### src/rtl/peri_rx.sv
// Peripheral write receiver: captures strobed address/data writes into a FIFO until END_ADDR is written.
// Optional feature macro: PERI_RX_DROP_CNT_EN adds a saturating dropped-write counter output drop_cnt.
module peri_rx #(
  parameter int          DEPTH    = 8,
  parameter logic [15:0] END_ADDR = 16'hFFFF
) (
  input  logic        clk,
  input  logic        rst_n,
  input  logic        peri_web,
  input  logic [15:0] peri_addr,
  input  logic [15:0] peri_datao,
  output logic        out_valid,
  input  logic        out_ready,
  output logic [15:0] out_addr,
  output logic [15:0] out_data,
  output logic [6:0]  level,
  output logic        overflow,
  output logic        done
`ifdef PERI_RX_DROP_CNT_EN
  ,
  output logic [7:0]  drop_cnt
`endif
);

  localparam int AW = $clog2(DEPTH);

  typedef enum logic [1:0] {IDLE, ACTIVE, DRAIN, DONE} state_t;

  state_t          state;
  logic [AW-1:0]   rd_ptr;
  logic [AW-1:0]   wr_ptr;
  logic [31:0]     mem [DEPTH];
  logic [31:0]     head;

  logic wr;
  logic is_end;
  logic accepting;
  logic full;
  logic pop;
  logic push;
  logic drop;

  assign wr        = ~peri_web;
  assign is_end    = (peri_addr == END_ADDR);
  assign accepting = (state == IDLE) || (state == ACTIVE);
  assign full      = (level == 7'(DEPTH));
  assign out_valid = (level != 7'd0);
  assign pop       = out_valid & out_ready;
  // A full FIFO still takes a write when the head leaves on the same edge.
  assign push      = wr & ~is_end & accepting & (~full | pop);
  assign drop      = wr & ~is_end & accepting & full & ~pop;

  // Head is read straight from storage; forced to zero when nothing is queued
  // so the outputs read as zero right after reset without clearing storage.
  assign head     = mem[rd_ptr];
  assign out_addr = out_valid ? head[31:16] : 16'h0000;
  assign out_data = out_valid ? head[15:0]  : 16'h0000;

  always_ff @(posedge clk) begin
    if (push) mem[wr_ptr] <= {peri_addr, peri_datao};
  end

  always_ff @(posedge clk or negedge rst_n) begin
    if (!rst_n) begin
      state    <= IDLE;
      done     <= 1'b0;
      rd_ptr   <= '0;
      wr_ptr   <= '0;
      level    <= 7'd0;
      overflow <= 1'b0;
    end else begin
      if (push) wr_ptr <= wr_ptr + 1'b1;
      if (pop)  rd_ptr <= rd_ptr + 1'b1;
      case ({push, pop})
        2'b10:   level <= level + 7'd1;
        2'b01:   level <= level - 7'd1;
        default: level <= level;
      endcase
      if (drop) overflow <= 1'b1;
      case (state)
        IDLE: begin
          if (wr && is_end)  state <= DRAIN;
          else if (push)     state <= ACTIVE;
        end
        ACTIVE: begin
          if (wr && is_end)  state <= DRAIN;
        end
        DRAIN: begin
          if (level == 7'd0) begin
            state <= DONE;
            done  <= 1'b1;
          end
        end
        default: begin
          state <= DONE;
          done  <= 1'b1;
        end
      endcase
    end
  end

`ifdef PERI_RX_DROP_CNT_EN
  always_ff @(posedge clk or negedge rst_n) begin
    if (!rst_n)                        drop_cnt <= 8'd0;
    else if (drop && drop_cnt != 8'hFF) drop_cnt <= drop_cnt + 8'd1;
  end
`endif

endmodule
### config.mk
export PLATFORM = sky130hd
export DESIGN_NAME = peri_rx
export DESIGN_NICKNAME = d
export VERILOG_FILES = /design/src/rtl/peri_rx.sv
export SDC_FILE = /design/constraint.sdc
export NUM_CORES = 1
export LEC_CHECK = 0
export BUFFER_PORTS_ARGS = -buffer_cell sky130_fd_sc_hd__clkbuf_2
export CAP_MARGIN = 15
export CORE_AREA = 2 2 252 179
export CTS_CLUSTER_DIAMETER = 150
export DETAILED_ROUTE_END_ITERATION = 8
export DIE_AREA = 0 0 254 181
export GPL_TIMING_DRIVEN = 0
export PLACE_DENSITY = 0.39
export RECOVER_POWER = 50
export SLEW_MARGIN = 5
export SYNTH_ARGS = -nofsm -noshare
export SYNTH_HDL_FRONTEND = slang
export SYNTH_SLANG_ARGS = --single-unit
### constraint.sdc
create_clock -name clk -period 4.1 [get_ports clk]
set_input_delay 0.82 -clock clk [delete_from_list [all_inputs] [get_ports clk]]
set_output_delay 0.82 -clock clk [all_outputs]
set_load 0.1 [all_outputs]
==> run_results.csv, run 1 <==
group,metric,value,unit
clock_network,clkLatencyLatePin,550,ps
yosys,synth-edff-count,256,
yosys,postSynth.asyncResetShare,6.23,%
detailed_routing,met2_length,12700,um
clock_network,cts_made_buffers,28,
setup_path,path_cells,"clkbuf_1 > buf_2 > mux4_2 > mux2i_1 > nor2_1 > clkbuf_2",
clock_network,htree_levels,1,
die,die-width,254,um
yosys,avgSynthCellArea,20.8,sq um
detailed_routing,met1_length,11700,um
place,portBuffers,77,
clock_network,tritoncts,"built",
setup_path,cp.required,3280,ps
global_route,grt_use_total,11.6,%
yosys,ys_seq_area_share,75.1,%
die,core_region_area,0.0434,sq mm
yosys,ys_warn_count,0,
die,die_h,181,um
die,initial_core_util,24.9,%
place,dp.cells,1207,
detailed_routing,maxUsedRoutingLayer,"met5",
yosys,netlist_area,0.0108,sq mm
yosys,ys_types,45,
die,die_area,0.0460,sq mm
place,dpl.hpwl,17200,um
yosys,synthTopCellsByArea,"edfxtp_1 71%, mux4_2 13%, dfrtp_1 3.9%, mux2i_1 3.0%, nor2_1 1.6%",
job,drv_cap,0,
sta,slew_headroom,14.6,%
sta,worstMarginPinSlew,1280,ps
die,ios,78,
yosys,syn_nets,561,
yosys,ys_seq_elements,273,
yosys,synth_top_area_cell,"edfxtp_1",
setup_path,end_kind,"output pin",
sta,hold_viol,0,
detailed_routing,wl_per_cell,21.0,um
sta,skew,17.1,ps
global_route,grt_pass1_wl,38800,um
detailed_routing,drc_errors,0,
hold_path,hp-class,"input pin to asynchronous set/reset pin",
sta,period_minus_slack,3870,ps
cells_and_area,nets,684,
global_route,grt_start_max_net_pins,18,
global_route,grt_antenna_before_repair,2,
setup_path,path_class,"flop to output pin",
sta,fmax,0.259,GHz
setup_path,cpPeakStageDelay,540,ps
sta,rsz0062_at_grt,"false",
detailed_routing,drtIter0Drc,315,
cells_and_area,fin_cells,1259,
clock_network,cts_resized,0,
place,gp_congestion,0.750,
global_route,grt_pass1_vias,5833,
sta,slew_violations,0,
detailed_routing,vias,5406,
detailed_routing,vias_per_cell,4.29,
setup_path,startpoint_type,"flop",
cells_and_area,area_growth,22.5,%
clock_network,cts-root-buf,"clkbuf_16",
detailed_routing,totalWireLength,26400,um
setup_path,slowest_stage,"clkbuf_1",
clock_network,cts_setup_buffers,0,
clock_network,clock_path_buffers,3,
cells_and_area,final_layout_size_suffix_gt1_share,28.6,%
setup_path,cp_top_family,"buffers and inverters",
yosys,syn_inst,520,
outcome,status,"complete, no violations",
global_route,grt_overflow,0,
die,num_rows,64,
clock_network,cts_hold_buffers,0,
setup_path,crit_fanout,10,
sta,fin_crit_sh,94.3,%
setup_path,cp_num_buf_inv,3,
setup_path,worstPathArrival,3050,ps
yosys,synth_top_area_share,71.1,%
cells_and_area,fillers,4243,
detailed_routing,wl_met3,1410,um
clock_network,path_clk_slew,60,ps
clock_network,cts.sinks,273,
sta,setup_violations,0,
detailed_routing,ant_nets,0,
detailed_routing,drt_first_pass_iters,4,
yosys,synth_ff_type,"edfxtp_1",
-- final timing paths --
path                                 from           to  slack, ps  depth (start not counted)
max in group asynchronous           rst_n    rd_ptr[0]       3120                          1
min in group clk                     done         done        490                          1
worst min-delay path                rst_n     level[6]        400                          1
worst max register to register   level[4]     level[6]        650                         14
worst min register to register       done         done        490                          1
worst max-delay path            rd_ptr[1]  out_addr[3]        230                          6
-- per-layer routing --
layer  track usage, %  vias up
li1                 -     2370
met1             15.5     2866
met2             19.1      122
met3             2.77       46
met4             2.82        2
met5                0        -
-- registers in the layout, summed over array words and instances, names as in the netlist --
| register | count |
|---|---|
| done | 1 |
| rd_ptr | 3 |
| state | 2 |
| mem | 256 |
| overflow | 1 |
| level | 7 |
| wr_ptr | 3 |
-- synthesized netlist by cell type, types with 2 or more instances --
cell type,instances
buf_6,8
nand2b_1,4
a21oi_1,3
o21ai_0,2
o21bai_1,2
edfxtp_1,256
o21ai_1,4
nor3_1,3
nand2_1,5
nand4_1,4
nor4_1,2
mux2i_1,32
clkbuf_1,7
buf_2,12
dfrtp_1,17
mux4_2,64
inv_1,3
xnor2_1,5
nand3_1,2
nor2_1,47
ha_1,5
xor2_1,8
nor3b_1,3
-- cell families (layout without fill, tap and decap cells) --
group | after synthesis | in the layout | synth area share (%)
other | 0 | 1 | 0
flip-flops | 273 | 273 | 75.1
AO/OA/AOI/OAI | 18 | 18 | 1.07
multiplexers | 99 | 99 | 16.6
buffers and inverters | 31 | 175 | 1.77
AND/OR/NAND/NOR | 81 | 81 | 3.83
adder cells (fa/ha/maj) | 5 | 5 | 0.579
XOR/XNOR | 13 | 13 | 1.05
-- cell type report --
cell class / count / area [sq um] / area share [%]
multi-input combinational: 216 / 2560 / 19.3
inverter: 4 / 15.0 / 0.113
buffer: 27 / 176 / 1.33
sequential: 273 / 8110 / 61.3
tap: 594 / 743 / 5.61
clock buffer: 35 / 748 / 5.65
antenna: 1 / 2.50 / 0.0189
timing repair buffer: 93 / 738 / 5.57
clock inverter: 16 / 149 / 1.12
-- stage by stage --
step | setup WS, ps | hold slack (ps) | setup TNS [ps] | cell area [sq um] | util, %
2_1_floorplan | 412 | 485 | 0 | 10800 | -
6_report | 233 | 399 | 0 | 13200 | 30.5
3_5_place_dp | -48.5 | 481 | -48.5 | 12400 | 28.6
3_3_place_gp | -1330 | 477 | -322200 | 11900 | 27.5
5_1_grt | 14.9 | 503 | 0 | 13200 | 30.5
4_1_cts | 118 | 202 | 0 | 13300 | 30.7
-- layout by cell type, fill, tap and decap left out, types with 2 or more instances in the layout --
cell,synthesis,routed
dfrtp_1,17,17
nor2_1,47,42
nor3b_1,3,3
buf_16,0,12
bufinv_16,0,3
nor2_4,1,6
buf_12,0,2
clkinv_2,0,4
inv_1,3,4
a21oi_1,3,3
clkbuf_16,0,29
buf_8,0,2
nand2b_1,4,4
nand2_1,5,5
nor3_4,1,3
clkbuf_1,7,51
o21ai_0,2,3
mux2i_1,32,32
mux4_2,64,64
o21bai_1,2,2
nand3_1,2,2
buf_6,8,8
xnor2_1,5,5
clkbuf_2,0,39
xor2_1,8,8
nor4_1,2,2
nand4_1,4,4
mux2_1,1,2
ha_1,5,5
edfxtp_1,256,256
o21ai_1,4,3
clkinv_1,0,8
buf_2,12,12
Power of run 1 is left out: the tool's default activity adds up to more than one toggle a clock period on the data nets, which glitch-free logic cannot reach.
==> run 2: changes to the inputs <==
ABC_AREA = 1   (was unset)
ABC_CLOCK_PERIOD_IN_PS = 4100   (was unset)
CORE_AREA = 2 2 256 182   (was 2 2 252 179)
DIE_AREA = 0 0 258 184   (was 0 0 254 181)
==> run_results.csv, run 2 <==
group,metric,value,unit
clock_network,htree_levels,1,
place,place_area,0.0126,sq mm
yosys,netlist_area,0.0112,sq mm
sta,slew_headroom,21.6,%
detailed_routing,drt_first_pass_iters,5,
clock_network,path_clk_slew,60,ps
clock_network,clkLatencyLatePin,550,ps
cells_and_area,num_antenna_cells,0,
clock_network,cts_setup_buffers,0,
cells_and_area,regMostFlops,"mem",
sta,period_minus_slack,3810,ps
sta,rsz0062_at_grt,"false",
setup_path,startpoint_type,"flop",
die,ios,78,
cells_and_area,final_cell_mix,"256 x edfxtp_1, 245 x nor2_1, 128 x o21ai_0",
setup_path,crit_fanout,10,
detailed_routing,drc_errors,0,
yosys,synth-edff-count,256,
global_route,grt_use_total,13.3,%
setup_path,cp_top_family,"buffers and inverters",
cells_and_area,fillers,4665,
yosys,avgSynthCellArea,11.8,sq um
global_route,grt_antenna_before_repair,0,
clock_network,cts_made_buffers,29,
sta,slew_violations,0,
sta,worstMarginPinSlew,1180,ps
cells_and_area,regArea,0.00811,sq mm
setup_path,slowest_stage,"clkbuf_1",
yosys,synth_top_area_share,68.8,%
global_route,grt_pass1_vias,7024,
cells_and_area,largest_reg_flops,256,
outcome,status,"complete, no violations",
yosys,syn_nets,985,
cells_and_area,multi_input_comb_area,0.00277,sq mm
sta,setup_violations,0,
detailed_routing,totalWireLength,31500,um
place,dpl.hpwl,21300,um
yosys,synthTopCellsByArea,"edfxtp_1 69%, nor2_1 8.5%, o21ai_0 5.7%, dfrtp_1 3.8%, o21ai_1 3.2%",
die,num_rows,65,
global_route,grt_overflow,0,
setup_path,cp.required,3280,ps
clock_network,cts_resized,0,
yosys,postSynth.asyncResetShare,6.23,%
die,initial_core_util,25.0,%
yosys,syn_inst,944,
yosys,synth_most_common_cell,"edfxtp_1",
clock_network,tritoncts,"built",
cells_and_area,fin_cells,1685,
clock_network,cts_hold_buffers,0,
setup_path,path_cells,"inv_2 > buf_4 > clkbuf_1 > o21ai_0 > a31oi_1 > clkbuf_2",
sta,skew,9.07,ps
die,die-width,258,um
die,die_area,0.0475,sq mm
cells_and_area,fin_area,0.0135,sq mm
global_route,grt_pass1_wl,47200,um
yosys,synth_top_area_cell,"edfxtp_1",
cells_and_area,reg.largest.list,"mem: 256 flops, level: 7 flops",
yosys,ys_seq_elements,273,
cells_and_area,layout_commonest_cell,"edfxtp_1",
yosys,ys_seq_area_share,72.6,%
die,die_h,184,um
detailed_routing,wl_per_cell,18.7,um
cells_and_area,area_growth,20.4,%
place,gp_congestion,0.738,
setup_path,worstPathArrival,2990,ps
detailed_routing,vias,7268,
detailed_routing,vias_per_cell,4.31,
cells_and_area,final_layout_size_suffix_gt1_share,13.2,%
clock_network,clock_path_buffers,3,
global_route,grt_start_max_net_pins,25,
job,drv_cap,0,
die,core_region_area,0.0448,sq mm
clock_network,cts-root-buf,"clkbuf_16",
sta,fin_crit_sh,92.9,%
yosys,ys_warn_count,0,
detailed_routing,ant_nets,0,
sta,fmax,0.263,GHz
cells_and_area,nets,1101,
sta,hold_viol,0,
clock_network,cts.sinks,273,
yosys,synth_common_cells,"256 x edfxtp_1, 252 x nor2_1, 128 x o21ai_0",
detailed_routing,drtIter0Drc,444,
place,dp.cells,1632,
yosys,ys_types,28,
setup_path,cp_num_buf_inv,4,
setup_path,cpPeakStageDelay,570,ps
hold_path,hp-class,"flop to flop",
setup_path,path_class,"flop to output pin",
setup_path,end_kind,"output pin",
place,portBuffers,77,
yosys,synth_ff_type,"edfxtp_1",
## run 2: logic make-up after synthesis
logic type | synth area share [%]
adder cells (fa/ha/maj) | 0.560
XOR/XNOR | 0.392
AND/OR/NAND/NOR | 11.8
buffers and inverters | 3.64
flip-flops | 72.6
AO/OA/AOI/OAI | 11.0
## run 2: layer usage
layer,vias to the layer above,part of all wire (%),global-route usage [%]
li1,3582,-,-
met2,136,43,20.0
met1,3515,52,20.2
met3,35,3.7,2.10
met4,0,1.5,2.36
met5,-,0,0
## run 2: worst paths after layout
path                            startpoint            to  slack (ps)  cells past startpoint
worst max-delay path             rd_ptr[0]  out_data[15]         290                      6
worst min-delay path              overflow      overflow         480                      1
worst max register to register    level[0]    mem[6][28]        1180                      9
worst min register to register    overflow      overflow         480                      1
max in group asynchronous            rst_n     rd_ptr[2]        2910                      1
min in group asynchronous            rst_n      level[4]         490                      1
## run 2: per-stage QoR
step	setup TNS [ps]	hold slack (ps)	worst slack, ps	utilization [%]
final	0	480	291	30.0
after global routing	0	495	32.6	30.0
after CTS	0	252	209	30.2
after detailed placement	0	473	514	28.2
after global placement	-261290	471	-1210	27.6
after floorplan	0	485	25.0	-
## run 2: final cells by class
class | count | share of cell area, %
clock buffers | 32 | 5.48
clock inverters | 21 | 1.12
flip-flops and latches | 273 | 60.3
repair buffers | 85 | 3.97
inverters | 28 | 0.781
well taps | 603 | 5.61
multi-input cells | 589 | 20.5
plain buffers | 54 | 2.23
Power of run 2 is left out for the same reason.
